==> src/rtl/iterative_alu.sv <==
// rtl/iterative_alu.sv - ALU with single-cycle logic/arith ops and iterative unsigned multiply/divide
// Multiply and divide share the hi_r/lo_r pair as their working registers and as the result.
module iterative_alu #(
  parameter int WIDTH = 32,
  parameter int CNT_W = $clog2(WIDTH) + 1
) (
  input  logic             clk,
  input  logic             rst,
  input  logic             in_valid,
  output logic             in_ready,
  input  logic [WIDTH-1:0] a,
  input  logic [WIDTH-1:0] b,
  input  logic [2:0]       select,
  output logic             out_valid,
  input  logic             out_ready,
  output logic [WIDTH-1:0] y,
  output logic [WIDTH-1:0] hi,
  output logic             zero,
  output logic             dz
);

  localparam logic [2:0] OP_AND  = 3'b000;
  localparam logic [2:0] OP_OR   = 3'b001;
  localparam logic [2:0] OP_ADD  = 3'b010;
  localparam logic [2:0] OP_SUB  = 3'b011;
  localparam logic [2:0] OP_SLT  = 3'b100;
  localparam logic [2:0] OP_XOR  = 3'b101;
  localparam logic [2:0] OP_MULU = 3'b110;
  localparam logic [2:0] OP_DIVU = 3'b111;

  typedef enum logic [1:0] {IDLE, MUL, DIV, DONE} state_t;

  state_t           state;
  state_t           state_next;
  logic [CNT_W-1:0] cnt;
  logic [WIDTH-1:0] b_r;
  logic [WIDTH-1:0] lo_r;
  logic [WIDTH-1:0] hi_r;
  logic             dz_r;

  logic [WIDTH-1:0] quick_y;
  logic [WIDTH:0]   mul_sum;
  logic [WIDTH:0]   div_shift;
  logic [WIDTH:0]   div_diff;
  logic             div_ge;
  logic             last_iter;
  logic             b_is_zero;

  assign b_is_zero = (b == '0);
  assign last_iter = (cnt == CNT_W'(1));

  always_comb begin
    quick_y = '0;
    case (select)
      OP_AND:  quick_y = a & b;
      OP_OR:   quick_y = a | b;
      OP_ADD:  quick_y = a + b;
      OP_SUB:  quick_y = a + ~b + WIDTH'(1);
      OP_SLT:  quick_y = {{(WIDTH-1){1'b0}}, ($signed(a) < $signed(b))};
      OP_XOR:  quick_y = a ^ b;
      default: quick_y = '0;
    endcase
  end

  // lo_r holds the multiplier, shifted out LSB-first while product bits shift in from the top.
  assign mul_sum = {1'b0, hi_r} + (lo_r[0] ? {1'b0, b_r} : '0);

  // Remainder < divisor always holds, so the top bit of the difference is a clean borrow.
  assign div_shift = {hi_r, lo_r[WIDTH-1]};
  assign div_diff  = div_shift - {1'b0, b_r};
  assign div_ge    = ~div_diff[WIDTH];

  always_ff @(posedge clk) begin
    if (rst) state <= IDLE;
    else     state <= state_next;
  end

  always_comb begin
    state_next = state;
    in_ready   = 1'b0;
    out_valid  = 1'b0;
    case (state)
      IDLE: begin
        in_ready = 1'b1;
        if (in_valid) begin
          if (select == OP_MULU)                    state_next = MUL;
          else if (select == OP_DIVU && !b_is_zero) state_next = DIV;
          else                                      state_next = DONE;
        end
      end
      MUL, DIV: begin
        if (last_iter) state_next = DONE;
      end
      DONE: begin
        out_valid = 1'b1;
        if (out_ready) state_next = IDLE;
      end
      default: state_next = IDLE;
    endcase
  end

  always_ff @(posedge clk) begin
    if (rst) begin
      cnt  <= '0;
      b_r  <= '0;
      lo_r <= '0;
      hi_r <= '0;
      dz_r <= 1'b0;
    end else begin
      case (state)
        IDLE: begin
          if (in_valid) begin
            b_r  <= b;
            cnt  <= CNT_W'(WIDTH);
            dz_r <= 1'b0;
            hi_r <= '0;
            if (select == OP_MULU || select == OP_DIVU) begin
              lo_r <= a;
              if (select == OP_DIVU && b_is_zero) begin
                lo_r <= '1;
                hi_r <= a;
                dz_r <= 1'b1;
              end
            end else begin
              lo_r <= quick_y;
            end
          end
        end
        MUL: begin
          hi_r <= mul_sum[WIDTH:1];
          lo_r <= {mul_sum[0], lo_r[WIDTH-1:1]};
          cnt  <= cnt - CNT_W'(1);
        end
        DIV: begin
          hi_r <= div_ge ? div_diff[WIDTH-1:0] : div_shift[WIDTH-1:0];
          lo_r <= {lo_r[WIDTH-2:0], div_ge};
          cnt  <= cnt - CNT_W'(1);
        end
        default: ;
      endcase
    end
  end

  assign y    = lo_r;
  assign hi   = hi_r;
  assign dz   = dz_r;
  assign zero = (lo_r == '0);

endmodule
==> config.mk <==
export PLATFORM = sky130hd
export DESIGN_NAME = iterative_alu
export DESIGN_NICKNAME = d
export VERILOG_FILES = /design/src/rtl/iterative_alu.sv
export SDC_FILE = /design/constraint.sdc
export NUM_CORES = 1
export LEC_CHECK = 0
export CAP_MARGIN = 20
export CORE_MARGIN = 1.5
export CORE_UTILIZATION = 55
export CTS_CLUSTER_DIAMETER = 50
export DETAILED_ROUTE_END_ITERATION = 12
export GPL_ROUTABILITY_DRIVEN = 0
export GPL_TIMING_DRIVEN = 0
export PLACE_DENSITY = 0.79
export REMOVE_ABC_BUFFERS = 1
export SLEW_MARGIN = 20
export SYNTH_ARGS = -nofsm -noshare
export SYNTH_HDL_FRONTEND = slang
export SYNTH_SLANG_ARGS = --single-unit
==> constraint.sdc <==
create_clock -name clk -period 9.9 [get_ports clk]
set_input_delay 2.475 -clock clk [delete_from_list [all_inputs] [get_ports clk]]
set_output_delay 2.475 -clock clk [all_outputs]
set_load 0.02 [all_outputs]
==> impl_metrics.csv <==
group,metric,value,unit
status,status,"finished, final reports clean",
detailed_routing,avgViaCountPerCell,6.822,
cts,clk_pin_slew,90,ps
die,die_h,164.5,um
global_routing,grt-ovfl-total,0,
cts,ctsResizeCount,0,
global_routing,antenna_found_initial,3,
timing,max_clock_freq,162.5,MHz
detailed_routing,wl_per_cell,21.32,um
place,dp_worst_setup_slack,3288,ps
die,rows,58,
yosys,avgSynthCellArea,6.949,um2
yosys,synth.top_cell.area_share,15.00,%
timing,worst_slew_pin_slew,930.0,ps
die,io_pins,139,
flow_run,maxCapViolCount,0,
place,place_inst,2414,
detailed_routing,dr.pass1.iters,6,
global_routing,grt_start_max_net_pins,63,
critical_path,endpoint_kind,"flip-flop",
timing,maxSlewHeadroom,37.19,%
die,dieArea,0.02706,mm2
die,initial_core_util,56.47,%
pwr,powerDensity,257.0,mW/mm2
final_layout,final_nets,2342,
pwr,p_leak,6.888,nW
cts,cts_inserted_buffers,9,
global_routing,grt_pass1_wl,80.30,mm
cts,clkSinkCount,105,
yosys,syn_area,0.01434,mm2
timing,final-setup-viol-count,0,
timing,period_share,62.17,%
cts,clk_path_buf_depth,2,
final_layout,synthToLayoutAreaGrowth,13.64,%
cts,cts_setup_buffers,0,
timing,whs,470.6,ps
timing,drv_slew,0,
critical_path,cp_max_fo,20,
pwr,ir_drop,0.2984,mV
detailed_routing,dr_total_vias,16591,
die,dieWidth,164.5,um
worst_hold_path,hp-class,"reg -> reg",
timing,fin_setup_tns,0,ps
pwr,p_comb_share,72.6,%
yosys,yosysSeqAreaShare,14.66,%
place,hpwl,38.62,mm
cts,cts_hold_buffers,0,
yosys,synthDistinctLibCells,81,
detailed_routing,wirelength,51.86,mm
final_layout,layout.cells.non_filler,2432,
global_routing,grt_pass1_vias,15066,
place,io_buffers,138,
timing,layout_setup_ws,3745,ps
pwr,p_int,2.016,mW
final_layout,drive_gt1_share,4.286,%
cts,cts_tree,"yes",
timing,hold_viol,0,
critical_path,worstSetupStartpointType,"input pin",
yosys,synth_edf_count,0,
die,coreArea,0.02540,mm2
pwr,switchingPower,2.174,mW
cts,clk_latency,380,ps
pwr,p_clk_share,10.0,%
yosys,synth_ff_type,"dfxtp_1",
yosys,yosys_warnings,0,
global_routing,track_usage,37.38,%
timing,fin_worst_skew,17.42,ps
cts,ctsRootBufferMaster,"clkbuf_16",
yosys,ys_seq_elements,105,
critical_path,path_class,"in -> reg",
pwr,seqPwrFrac,17.5,%
yosys,syn_inst,2064,
pwr,finalPower,4.190,mW
cts,cts_htree_levels,3,
final_layout,final_common_cell,"a21oi_1",
critical_path,cp.arrival,6410,ps
pwr,swShare,51.89,%
timing,rsz0062_at_grt,"false",
timing,fin_crit,6155,ps
yosys,synth_async_sr_flop_share,0,%
final_layout,final_cell_mix,"a21oi_1 (273), nand2_1 (186), ha_1 (169), inv_1 (159), nor2_1 (158)",
critical_path,critPathRequiredTime,10160,ps
detailed_routing,drtAntennaViolNets,0,
yosys,synth_area_leader_cell,"ha_1",
yosys,yosys-top-cells-area,"ha_1 (15%), dfxtp_1 (15%), a21oi_1 (9.5%)",
detailed_routing,drt_iter0_drc,2230,
detailed_routing,drc,0,
==> worst max-delay path, cell delays in order <==
cell	delay (ps)
clkdlybuf4s50_1	610
nor4_1	340
nand2_1	180
nor4_1	730
and3_2	680
nor2b_2	610
buf_6	250
a221o_1	160
a21oi_1	40
a2111oi_0	330
==> Yosys cell counts, types with 23 or more instances <==
cell type and n:
a21o_1 46, a21oi_1 273, a22oi_1 49, a31oi_1 24, and2_1 40, clkbuf_1 114
dfxtp_1 105, ha_1 172, inv_1 159, nand2_1 186, nand3_1 51, nand4_1 24
nor2_1 160, nor3_1 46, nor4_1 29, o211ai_1 24, o21ai_0 109, o21bai_1 23
xnor2_1 56
==> per-stage QoR <==
step,util [%],cell area (um2)
CTS,64.17,16300
global route,64.15,16290
floorplan,-,13820
finish,64.17,16300
global placement,61.46,15610
detailed placement,62.91,15980
==> registers in the layout, summed over array words and instances, names as in the netlist <==
signal,cells
hi,32
b_r,32
cnt,6
y,32
dz,1
state,2
==> cells by family (layout without fill, tap and decap cells) <==
family | count (synthesis) | in the layout | synth area share (%)
compound gates | 743 | 743 | 33.44
xor+xnor | 68 | 68 | 4.152
fa+ha+maj | 176 | 176 | 15.56
buf+inv | 295 | 331 | 7.825
flops | 105 | 105 | 14.66
mux | 37 | 37 | 2.765
other cells | 0 | 2 | 0
simple gates | 640 | 640 | 21.60
==> final cells by class <==
cell class                 count  area [um2]
inverter                     159       596.8
multi-input combinational   1664       11180
fill                        2285        9100
clock inverter                 7       95.09
tap                          330       412.9
antenna                        2       5.005
sequential                   105        2103
timing repair buffer         156        1684
clock buffer                   9       225.2
==> power by group through the flow <==
stage | Sequential, mW | Clock, mW | Combinational [mW]
detailed placement | 0.733 | 0 | 2.96
floorplan | 0.765 | 0 | 2.00
CTS | 0.723 | 0.413 | 2.98
finish | 0.731 | 0.418 | 3.04
global route | 0.745 | 0.428 | 3.29
global placement | 0.729 | 0 | 2.85
==> path summary, 6_finish.rpt <==
kind	start	endpoint	slack (ps)	cells past startpoint
max	b[31]	hi[11]	3740	10
min	dz	dz	470	2
max reg2reg	y[31]	hi[24]	5430	13
min reg2reg	dz	dz	470	2
==> metal layers <==
layer	part of all wire [%]	global-route usage, %	vias up	wire length, um
met5	0.052	0	-	27
met4	6.5	21.38	4	3391
met3	11	6.379	234	5810
met2	43	58.00	1106	22060
met1	40	48.81	7681	20570
li1	-	-	7566	-
Note: power is estimated with default switching activity, not from simulation.
